## src/rtl/lib_timer_ctrl.sv

```systemverilog
// Programmable timer controller: prescaler plus max-value main counter behind a
// small register file, with one-shot/periodic modes and a pend/ack interrupt.
module lib_timer_ctrl #(
    parameter int DW = 16,
    parameter int PW = 8
) (
    input  logic          clk,
    input  logic          rstn,
    input  logic          wr_en,
    input  logic [1:0]    wr_addr,
    input  logic [DW-1:0] wr_data,
    input  logic [1:0]    rd_addr,
    output logic [DW-1:0] rd_data,
    input  logic          irq_ack,
    output logic          irq,
    output logic          tick
);

    typedef enum logic [1:0] {
        IDLE = 2'd0,
        RUN  = 2'd1,
        DONE = 2'd2
    } state_t;

    state_t        state;
    state_t        state_nxt;
    logic [DW-1:0] period;
    logic [DW-1:0] cnt;
    logic [PW-1:0] presc;
    logic [PW-1:0] pc;
    logic          mode;
    logic          ien;
    logic          pend;

    logic          ctrl_wr;
    logic          go;
    logic          pt;
    logic          expiry;

    assign ctrl_wr = wr_en && (wr_addr == 2'd0);
    assign go      = wr_data[0];
    assign pt      = (pc >= presc);
    // >= rather than == so a PERIOD write below the live count still expires.
    assign expiry  = (state == RUN) && pt && (cnt >= period);

    always_ff @(posedge clk or negedge rstn) begin
        if (!rstn) begin
            state <= IDLE;
        end else begin
            state <= state_nxt;
        end
    end

    always_comb begin
        state_nxt = state;
        if (ctrl_wr) begin
            state_nxt = go ? RUN : IDLE;
        end else if (expiry && !mode) begin
            state_nxt = DONE;
        end
    end

    always_comb begin
        irq     = pend & ien;
        rd_data = '0;
        case (rd_addr)
            2'd0:    rd_data = DW'({pend, state, ien, mode});
            2'd1:    rd_data = period;
            2'd2:    rd_data = DW'(presc);
            2'd3:    rd_data = cnt;
            default: rd_data = '0;
        endcase
    end

    always_ff @(posedge clk or negedge rstn) begin
        if (!rstn) begin
            period <= '0;
            presc  <= '0;
            mode   <= 1'b0;
            ien    <= 1'b0;
        end else if (wr_en) begin
            case (wr_addr)
                2'd0: begin
                    mode <= wr_data[1];
                    ien  <= wr_data[2];
                end
                2'd1:    period <= wr_data;
                2'd2:    presc  <= wr_data[PW-1:0];
                default: ;
            endcase
        end
    end

    // A CTRL write always wins over counting, even on the expiry cycle.
    always_ff @(posedge clk or negedge rstn) begin
        if (!rstn) begin
            pc  <= '0;
            cnt <= '0;
        end else if (ctrl_wr || state != RUN) begin
            pc  <= '0;
            cnt <= '0;
        end else begin
            pc <= pt ? '0 : pc + PW'(1);
            if (pt) begin
                cnt <= (cnt >= period) ? '0 : cnt + DW'(1);
            end
        end
    end

    always_ff @(posedge clk or negedge rstn) begin
        if (!rstn) begin
            tick <= 1'b0;
            pend <= 1'b0;
        end else begin
            tick <= expiry;
            if (expiry) begin
                pend <= 1'b1;
            end else if (irq_ack) begin
                pend <= 1'b0;
            end
        end
    end

endmodule

```

## config.mk

```make
export PLATFORM = sky130hd
export DESIGN_NAME = lib_timer_ctrl
export DESIGN_NICKNAME = d
export VERILOG_FILES = /design/src/rtl/lib_timer_ctrl.sv
export SDC_FILE = /design/constraint.sdc
export NUM_CORES = 1
export LEC_CHECK = 0
export BUFFER_PORTS_ARGS = -buffer_cell sky130_fd_sc_hd__buf_2
export CORE_UTILIZATION = 60
export DETAILED_ROUTE_END_ITERATION = 10
export PLACE_DENSITY = 0.82
export SLEW_MARGIN = 20
export SYNTH_ARGS = -nofsm -noshare
export SYNTH_HDL_FRONTEND = slang
export SYNTH_SLANG_ARGS = --single-unit
```

## constraint.sdc

```tcl
create_clock -name clk -period 4.5 [get_ports clk]
set_input_delay 0.45 -clock clk [delete_from_list [all_inputs] [get_ports clk]]
set_output_delay 0.45 -clock clk [all_outputs]
set_load 0.05 [all_outputs]
```

=== Word level (Yosys, flattened, before mapping) ===
Index checks and enable logic that the tools add are counted.

* Magnitude comparators: 2
* Multipliers: 0
* Reduce and logical (&&, ||, !) cells: 14
* Eq/ne operators: 7
* Shift operators: 0
* Div/mod/pow operators: 0
* Muxes and demuxes: 11
* Add/subtract/negate cells: 2
* Bitwise operators: 1

{| class="wikitable"
|+ Operators with widths
! cell !! count
|-
| $pmux 16 s4 || 1
|-
| $mux 16 || 3
|-
| $add 16x1->16 const B || 1
|-
| $ge 16x16->1 || 1
|-
| $mux 8 || 2
|-
| $add 8x1->8 const B || 1
|-
| $ge 8x8->1 || 1
|-
| $eq 2x1->1 const B || 3
|-
| $eq 2x2->1 const B || 3
|-
| $reduce_and 2->1 || 3
|-
| $reduce_bool 2->1 || 3
|-
| $logic_and 1x1->1 || 4
|-
| $logic_not 2->1 || 2
|-
| $mux 2 || 2
|-
| $mux 1 || 3
|-
| $ne 2x1->1 const B || 1
|-
| $and 1x1->1 || 1
|-
| $logic_not 1->1 || 1
|-
| $logic_or 1x1->1 || 1
|}

* Word-level logic and storage cells: 46
* Bits in latches: 0
* Bits in read-only memories: 0
* Input port bits: 24
* Bits in registers: 54
* Memories: 0
* RAM bits: 0
* Output and inout bits: 18

=== Longest topological paths before layout ===
Gate-level depths: netlist of the first run.

* Depth after elaboration: 6
* Gate-level depth with buffers: 9
* Mapped depth without buffers: 8

=== Worst setup path after synthesis of the first run ===
Ideal clock, no wire load.

* Path type: input-to-output
* Start: input port rd_addr[1]
* End: output port rd_data[13]
* Cell stages on the path: 4
* Required time: 4050 ps
* Buffers on the path: 2
* Setup slack: 2072 ps
* Data arrival time: 1978 ps
* Cells stage by stage: clkbuf_1 > clkbuf_1 > mux2i_1 > nor2b_1

* Word-level cells in the longest chain between the ends: 2
* Elaborated cells on any way between the ends: 5
* Classes of those cells: eq/ne: 3; mux: 1; reduce/logical: 1

{| class="wikitable"
|+ RTL lines
! item !! line !! text
|-
| start: declaration || 12 || <nowiki>input logic [1:0] rd_addr,</nowiki>
|-
| $eq 2x2->1 (tied with other cells) || 66 || <nowiki>case (rd_addr)</nowiki>
|-
| $pmux 16 s4 (*) || 66 ||
|-
| end: declaration || 13 || <nowiki>output logic [DW-1:0] rd_data,</nowiki>
|}

Mark *: on every way between the ends. The rest lies on a longest branch, timed or not.

=== Final worst setup path of the first run ===
* Start: register pc[2]
* End: register cnt[8]

* Word-level cells in the longest chain between the ends: 2

{| class="wikitable"
|+ RTL lines
! item !! line !! text
|-
| start: declaration || 30 || <nowiki>logic [PW-1:0] pc;</nowiki>
|-
| start signal: assignment || 103 || <nowiki>pc <= pt ? '0 : pc + PW'(1);</nowiki>
|-
| $ge 8x8->1 || 42 || <nowiki>assign pt = (pc >= presc);</nowiki>
|-
| $reduce_bool 2->1 (no source line) || -- ||
|-
| end signal: assignment || 105 || <nowiki>cnt <= (cnt >= period) ? '0 : cnt + DW'(1);</nowiki>
|-
| end: declaration || 28 || <nowiki>logic [DW-1:0] cnt;</nowiki>
|}

Every way passes these cells.
A chain may end at the register's enable or synchronous reset.

==> results of run 1 <==
==> how the worst max path moves through the flow <==
stage	slack (ns)	depth (start not counted)	startpoint	end
floorplan	2.07	4	rd_addr[1]	rd_data[13]
global placement	2.14	7	pc[2]	cnt[12]
detailed placement	2.07	7	pc[2]	cnt[8]
CTS	2.06	7	pc[2]	cnt[8]
global route	1.84	7	pc[2]	cnt[10]
finish	2.05	7	pc[2]	cnt[8]
==> sequential cells by signal, indices dropped and copies added, names as in the netlist <==
name / count
tick: 1
pc: 8
cnt: 16
period: 16
mode: 1
presc: 8
pend: 1
ien: 1
state: 2
==> where the power goes <==
group / total [mW] / internal, mW / switching [mW]
Clock: 0.276 / 0.125 / 0.152
Combinational: 0.305 / 0.120 / 0.185
Sequential: 0.575 / 0.534 / 0.0408
==> Yosys cell counts, types with 7 or more instances <==
cell,n,area [µm²]
sky130_fd_sc_hd__clkbuf_1,7,26.3
sky130_fd_sc_hd__mux2_2,26,293
sky130_fd_sc_hd__o21ai_0,9,45.0
sky130_fd_sc_hd__nand2_1,23,86.3
sky130_fd_sc_hd__ha_1,26,325
sky130_fd_sc_hd__a21oi_1,8,40.0
sky130_fd_sc_hd__dfrtp_1,54,1350
sky130_fd_sc_hd__nand3_1,12,60.1
sky130_fd_sc_hd__nor2_1,23,86.3
sky130_fd_sc_hd__xnor2_1,9,78.8
sky130_fd_sc_hd__nor2b_1,11,68.8
sky130_fd_sc_hd__mux2i_1,8,80.1
sky130_fd_sc_hd__inv_1,25,93.8
==> metal layers <==
metal	up-vias	wire [µm]	track usage
met1	1230	2980	0.331
li1	1188	-	-
met3	10	240	0.0347
met5	-	0	0
met2	56	3330	0.413
met4	0	98	0.0596
==> cell families after synthesis <==
group | synth area share
flops | 0.408
fa+ha+maj | 0.0982
buf+inv | 0.0378
mux | 0.147
compound gates | 0.0975
xor+xnor | 0.0370
simple gates | 0.175
==> metrics by stage <==
step	util	power [mW]	cell area, µm²
finish	0.706	1.16	3670
global route	0.706	1.21	3670
CTS	0.706	1.16	3670
detailed placement	0.688	0.889	3580
global placement	0.688	0.876	3580
floorplan	-	0.802	3310
==> cell type report <==
cell class              count  area, µm²  area share
multi-input cells         226       1840       0.500
flip-flops and latches     54       1350       0.368
repair buffers             42        213      0.0579
inverters                  25       93.8      0.0256
well taps                  70       87.6      0.0239
clock buffers               7       86.3      0.0235
clock inverters             1       5.00     0.00136
==> summary.txt, run 1 <==
Global route
  – Total GRT Usage: 0.244
  – Grt ovf: 0
  – First-pass GRT wire length: 11200 µm
  – Number of global-route vias before repair: 2415
  – Pin count of the biggest net entering global routing: 55
  – Number of antenna violations at the first check in global routing: 0

Detailed routing
  – First DRT Iteration DRCs: 154
  – Total DRC errors in the routed layout: 0
  – DR WL/cell: 15.6 µm
  – Number of iterations in the first detailed-routing pass: 5
  – Via count: 2484
  – Total wirelength of the detailed-routed design: 6640 µm
  – Vias per cell: 5.84
  – Antenna violation net count after detailed routing: 0

Final layout
  – Number of inserted diodes: 0
  – Area growth from synthesis to layout: 10.9%
  – Leading cell types in the layout, fill and taps excluded: sky130_fd_sc_hd__dfrtp_1 (54), sky130_fd_sc_hd__buf_2 (41), sky130_fd_sc_hd__mux2_2 (26), sky130_fd_sc_hd__ha_1 (26), sky130_fd_sc_hd__inv_1 (25)
  – Non-filler cells, final: 425
  – Leading cell type in the layout, fill and taps excluded: sky130_fd_sc_hd__dfrtp_1
  – Share of final-layout standard cells stronger than drive strength 1: 0.265
  – Count of filler cells inserted in the layout: 389
  – Total number of nets in the final design: 404

Clock network
  – Num Clock Sinks: 54
  – Setup Fix Bufs, Post-CTS: 0
  – Number of CTS-inserted buffers: 5
  – Hold buffer count at CTS: 0
  – Post-CTS sizing: 0
  – Clock-pin slew reported for the worst setup and hold paths after clock tree synthesis: 0.09 ns
  – Later-pin clock latency in the skew report: 0.30 ns
  – TritonCTS clock tree: built
  – Bufs on Longest Clock Path: 2
  – Clk root buf: sky130_fd_sc_hd__clkbuf_8
  – Maximum level of the CTS H-tree: 2

Floorplanning
  – Placeable core region: 5200 µm²
  – Cell Rows: 26
  – Total die area: 5820 µm²
  – Initial Utilization: 0.636
  – Floorplan die height: 76.3 µm
  – Horizontal die dimension: 76.3 µm
  – Number of top-level design ports: 42

Yosys
  – Total standard cell area after synthesis: 3310 µm²
  – Share of flip-flops with an asynchronous set or reset after synthesis: 1.00
  – Gate count of the mapped netlist: 313
  – Share of synthesized area occupied by flip-flops and latches: 0.408
  – Average size of a mapped cell: 10.6 µm²
  – Number of register bits inferred by synthesis: 54
  – Synth Net Count: 363
  – Main flop type after synthesis: sky130_fd_sc_hd__dfrtp_1
  – EDFF count, synth: 0
  – Library cells used by synthesis: 46
  – Synth Warn #: 0

Critical path
  – WP buf/inv: 0
  – Nature of the critical path startpoint: register
  – Worst reg-to-reg path cell count: 7
  – Family with the most delay on the worst path: compound AO/OA/AOI/OAI gates
  – CP required: 4.68 ns
  – Data arrival time at the worst-slack endpoint: 2.63 ns
  – Worst stage delay on the critical path: 0.76 ns
  – R2r endpoint: cnt[8]
  – Launch point of the worst reg-to-reg path: pc[2]
  – Worst-path cell chain: ha_1 > a211oi_1 > o21ai_1 > a211oi_2 > nor4_1 > xnor2_1 > nor2_1
  – Type of destination of the critical path: register
  – R2R setup slack: 2.05 ns
  – Critical path class: register to register
  – Crit path max fanout: 13
  – Critical-path top delay cell: sky130_fd_sc_hd__a211oi_2

Pwr
  – Max IR drop VDD: 196 µV
  – Leakage Power: 1.78 nW
  – Total power divided by cell area: 315 nW/µm²

Place
  – Placer congestion estimate: 0.835
  – Worst setup slack before clock tree synthesis: 2.07 ns
  – Total half-perimeter wirelength after legalization and detailed placement: 5020 µm
  – I/O Buffers: 41
  – Inst Count DP: 417

STA
  – Worst-case clock skew: 0.00675 ns
  – Slew of the pin with the lowest slew margin: 0.919 ns
  – Fmax achieved: 409 MHz
  – Smallest setup slack after layout: 2.05 ns
  – Number of pins exceeding their max-slew limit in the final report: 0
  – Final Hold Vio Count: 0
  – Setup repair after global routing missed its margin: false
  – Worst slew margin relative to its limit: 0.386
  – Post-route fraction of the period consumed by the critical path: 0.544
  – Minimum period implied by the final worst setup slack: 2.45 ns
  – Setup TNS: 0 ns
  – Setup violations, final: 0
  – Post-Route Hold Slack: 0.252 ns

Run
  – Max Cap Viol: 0

Min path
  – HP Class: input pin to async pin

Run status
  – Run status: finished, final reports clean
Power figures use the tool's default switching activity.
==> run 2: changes to the inputs <==
--- a/config.mk
+++ b/config.mk
@@ -5,10 +5,11 @@
 export SDC_FILE = /design/constraint.sdc
 export NUM_CORES = 1
 export LEC_CHECK = 0
+export ABC_AREA = 1
 export BUFFER_PORTS_ARGS = -buffer_cell sky130_fd_sc_hd__buf_2
-export CORE_UTILIZATION = 60
+export CORE_UTILIZATION = 58
 export DETAILED_ROUTE_END_ITERATION = 10
-export PLACE_DENSITY = 0.82
+export PLACE_DENSITY = 0.8
 export SLEW_MARGIN = 20
 export SYNTH_ARGS = -nofsm -noshare
 export SYNTH_HDL_FRONTEND = slang
==> constraint.sdc (replaced) <==
create_clock -name clk -period 2.4 [get_ports clk]
set_input_delay 0.24 -clock clk [delete_from_list [all_inputs] [get_ports clk]]
set_output_delay 0.24 -clock clk [all_outputs]
set_load 0.05 [all_outputs]
==> summary.txt, run 2 <==
Run status
  – Run status: finished, final reports clean

STA
  – Worst slew margin relative to its limit: 0.564 (+0.179)
  – Setup violations, final: 0 (unchanged)
  – Final Hold Vio Count: 0 (unchanged)
  – Fmax achieved: 504 MHz (+23%)
  – Worst-case clock skew: 0.0144 ns (+0.00764 ns)
  – Minimum period implied by the final worst setup slack: 1.99 ns (-0.462 ns)
  – Slew of the pin with the lowest slew margin: 0.654 ns (-0.265 ns)
  – Number of pins exceeding their max-slew limit in the final report: 0 (unchanged)
  – Post-route fraction of the period consumed by the critical path: 0.827 (+0.283)
  – Setup repair after global routing missed its margin: false
  – Setup TNS: 0 ns (unchanged)

Yosys
  – Gate count of the mapped netlist: 434 (+39%)
  – Synth Net Count: 484 (+33%)
  – Adder-cell area share of the yosys netlist: 0.0971 (-0.00114)
  – Share of synthesized area occupied by flip-flops and latches: 0.403 (-0.00472)
  – EDFF count, synth: 0 (unchanged)
  – Main flop type after synthesis: sky130_fd_sc_hd__dfrtp_1
  – Complex-gate fraction of the synthesized area: 0.122 (+0.0243)
  – Mux cell area share after synthesis: 0 (-0.147)
  – Biggest area contributors in the synthesized netlist: sky130_fd_sc_hd__dfrtp_1 (40%), sky130_fd_sc_hd__nand2_1 (13%), sky130_fd_sc_hd__ha_1 (9.7%)
  – Proportion of netlist area held by the largest area contributor: 0.403 (-0.00472)
  – Average size of a mapped cell: 7.72 µm² (-27%)
  – Area share of xor/xnor cells in the synthesized design: 0.0235 (-0.0135)
  – Number of register bits inferred by synthesis: 54 (unchanged)
  – Synthesized-area fraction occupied by and/or/nand/nor cells: 0.258 (+0.0835)
  – Total standard cell area after synthesis: 3350 µm² (+1.2%)
  – Share of flip-flops with an asynchronous set or reset after synthesis: 1.00 (unchanged)
  – Largest area contributor in the synthesized netlist: sky130_fd_sc_hd__dfrtp_1
  – Most common cell in the netlist: sky130_fd_sc_hd__nand2_1
  – Combinational family with the most area after synthesis: simple AND/OR/NAND/NOR gates
  – Most numerous cell types in the synthesized netlist: sky130_fd_sc_hd__nand2_1 (112), sky130_fd_sc_hd__inv_1 (72), sky130_fd_sc_hd__dfrtp_1 (54)
  – Library cells used by synthesis: 32 (-30%)
  – Synth Warn #: 0 (unchanged)

Detailed routing
  – DR WL/cell: 13.4 µm (-14%)
  – First DRT Iteration DRCs: 155 (+0.65%)
  – Via count: 2930 (+18%)
  – Total DRC errors in the routed layout: 0 (unchanged)
  – Number of iterations in the first detailed-routing pass: 4 (-1)
  – Total wirelength of the detailed-routed design: 7400 µm (+11%)
  – Antenna violation net count after detailed routing: 0 (unchanged)
  – Vias per cell: 5.32 (-9.0%)

Pwr
  – Total power divided by cell area: 586 nW/µm² (+86%)
  – Max IR drop VDD: 326 µV (+66%)
  – P_sw: 0.736 mW (+95%)
  – Combinational group share of total power: 0.250 (-0.014)
  – Leakage Power: 1.99 nW (+11%)
  – Switching Fraction: 0.334 (+0.00726)
  – Clock group share of total power: 0.278 (+0.039)
  – Sequential cell fraction of total power: 0.472 (-0.025)
  – Internal power summed over all cells: 1.47 mW (+89%)

Final layout
  – Number of inserted diodes: 0 (unchanged)
  – Leading cell type in the layout, fill and taps excluded: sky130_fd_sc_hd__nand2_1
  – Share of final-layout standard cells stronger than drive strength 1: 0.154 (-0.110)
  – Total number of nets in the final design: 528 (+31%)
  – Leading cell types in the layout, fill and taps excluded: sky130_fd_sc_hd__nand2_1 (112), sky130_fd_sc_hd__inv_1 (72), sky130_fd_sc_hd__dfrtp_1 (54)
  – Area growth from synthesis to layout: 12.2%
  – Post-route cell area: 3760 µm² (+2.4%)
  – Largest registers: cnt (16), period (16)

Floorplanning
  – Number of top-level design ports: 42 (unchanged)
  – Total die area: 6080 µm² (+4.5%)
  – Placeable core region: 5540 µm² (+6.4%)
  – Horizontal die dimension: 78.0 µm (+2.2%)
  – Initial Utilization: 0.605 (-0.0315)
  – Floorplan die height: 78.0 µm (+2.2%)
  – Cell Rows: 27 (+3.8%)

Clock network
  – Number of CTS-inserted buffers: 5 (unchanged)
  – Clk root buf: sky130_fd_sc_hd__clkbuf_8
  – Num Clock Sinks: 54 (unchanged)
  – Maximum level of the CTS H-tree: 2 (unchanged)
  – Bufs on Longest Clock Path: 2 (unchanged)
  – Post-CTS sizing: 0 (unchanged)
  – Later-pin clock latency in the skew report: 0.32 ns (+0.02 ns)
  – Clock-pin slew reported for the worst setup and hold paths after clock tree synthesis: 0.10 ns (about the same)
  – TritonCTS clock tree: built

Run
  – Max Cap Viol: 0 (unchanged)

Critical path
  – Worst stage delay on the critical path: 0.46 ns (-0.30 ns)
  – Critical-path top delay cell: sky130_fd_sc_hd__dfrtp_1
  – R2R setup slack: 0.41 ns (-1.64 ns)
  – Data arrival time at the worst-slack endpoint: 2.22 ns (-0.41 ns)
  – Worst-path cell chain: ha_1 > a21oi_1 > o21ai_0 > a21oi_1 > nand2_2 > nor2_4 > nand2_1 > o21ai_1
  – Nature of the critical path startpoint: register
  – Critical Path Most Common Cell: sky130_fd_sc_hd__a21oi_1
  – Crit path max fanout: 7 (-6)
  – CP required: 2.63 ns (-2.05 ns)
  – Type of destination of the critical path: register
  – Critical path class: register to register

Global route
  – Number of antenna violations at the first check in global routing: 0 (unchanged)
  – Pin count of the biggest net entering global routing: 33 (-40%)
  – First-pass GRT wire length: 12700 µm (+13%)
  – Number of global-route vias before repair: 2830 (+17%)
  – Grt ovf: 0 (unchanged)
  – Total GRT Usage: 0.271 (+0.0269)

Place
  – Cell Area, Placed: 3640 µm² (+1.6%)
  – I/O Buffers: 41 (unchanged)
  – Placer congestion estimate: 0.876 (+4.9%)
  – Total half-perimeter wirelength after legalization and detailed placement: 5650 µm (+13%)

Min path
  – HP Class: input pin to register
run 2: final timing paths:
path	from	end	cells past startpoint
min in group asynchronous	rstn	state[1]	2
setup reg to reg	cnt[11]	cnt[14]	8
hold / removal	irq_ack	pend	2
hold reg to reg	period[7]	period[7]	2
max in group asynchronous	rstn	period[7]	3
setup / recovery	cnt[11]	cnt[14]	8
run 2: cell families (layout without fill, tap and decap cells):
| kind of cell | count (synthesis) | count (layout) |
|---|---|---|
| AOI/OAI and AO/OA | 70 | 70 |
| xor gates and xnor gates | 9 | 9 |
| adders and majority gates | 26 | 26 |
| buffers and inverters | 83 | 128 |
| DFF | 54 | 54 |
| and+or+nand+nor | 192 | 192 |
run 2: power groups by stage:
stage	sequential, mW	combinational, mW	clock, mW
2_1_floorplan	1.04	0.414	0
3_3_place_gp	1.05	0.536	0
3_5_place_dp	1.06	0.554	0
4_1_cts	1.04	0.559	0.619
5_1_grt	1.05	0.623	0.655
6_report	1.04	0.552	0.613
run 2: cell type report:
class / instances / area (µm²)
clock buffers: 6 / 72.6
flip-flops and latches: 54 / 1350
well taps: 72 / 90.1
inverters: 76 / 288
multi-input cells: 297 / 1680
clock inverters: 2 / 37.5
repair buffers: 44 / 243
fillers: 485 / 1780
run 2: per-layer routing:
layer | share of wire | wire length [µm] | GRT usage | vias up
met1 | 0.42 | 3130 | 0.342 | 1359
met4 | 0.018 | 130 | 0.0963 | 0
met5 | 0 | 0 | 0 | -
li1 | - | - | - | 1485
met3 | 0.063 | 463 | 0.0447 | 10
met2 | 0.50 | 3670 | 0.468 | 76
run 2: repair_timing:
| item | in CTS | in global routing |
|---|---|---|
| hold buffers | 1 | 0 |
| endpoints found under the setup margin | 0 | 0 |
| buffers inserted | 0 | 0 |
| endpoints found under the hold margin | 27 | 0 |
run 2: through the flow:
step	setup slack (ns)	cells	hold WS, ns	util	power [mW]
after CTS	0.453	551	0.0877	0.679	2.22
final	0.414	551	0.0916	0.679	2.20
after floorplan	0.598	434	-0.0556	-	1.46
after global routing	0.244	551	0.112	0.679	2.33
after detailed placement	0.476	542	0.299	0.657	1.61
after global placement	0.497	542	0.301	0.657	1.59
run 2: critical path: cells and delay by family (launching register included):
kind,cells,cell delay (ns)
adder cells (fa/ha/maj),1,0.34
flip-flops,1,0.46
AO/OA/AOI/OAI,4,0.63
AND/OR/NAND/NOR,3,0.46
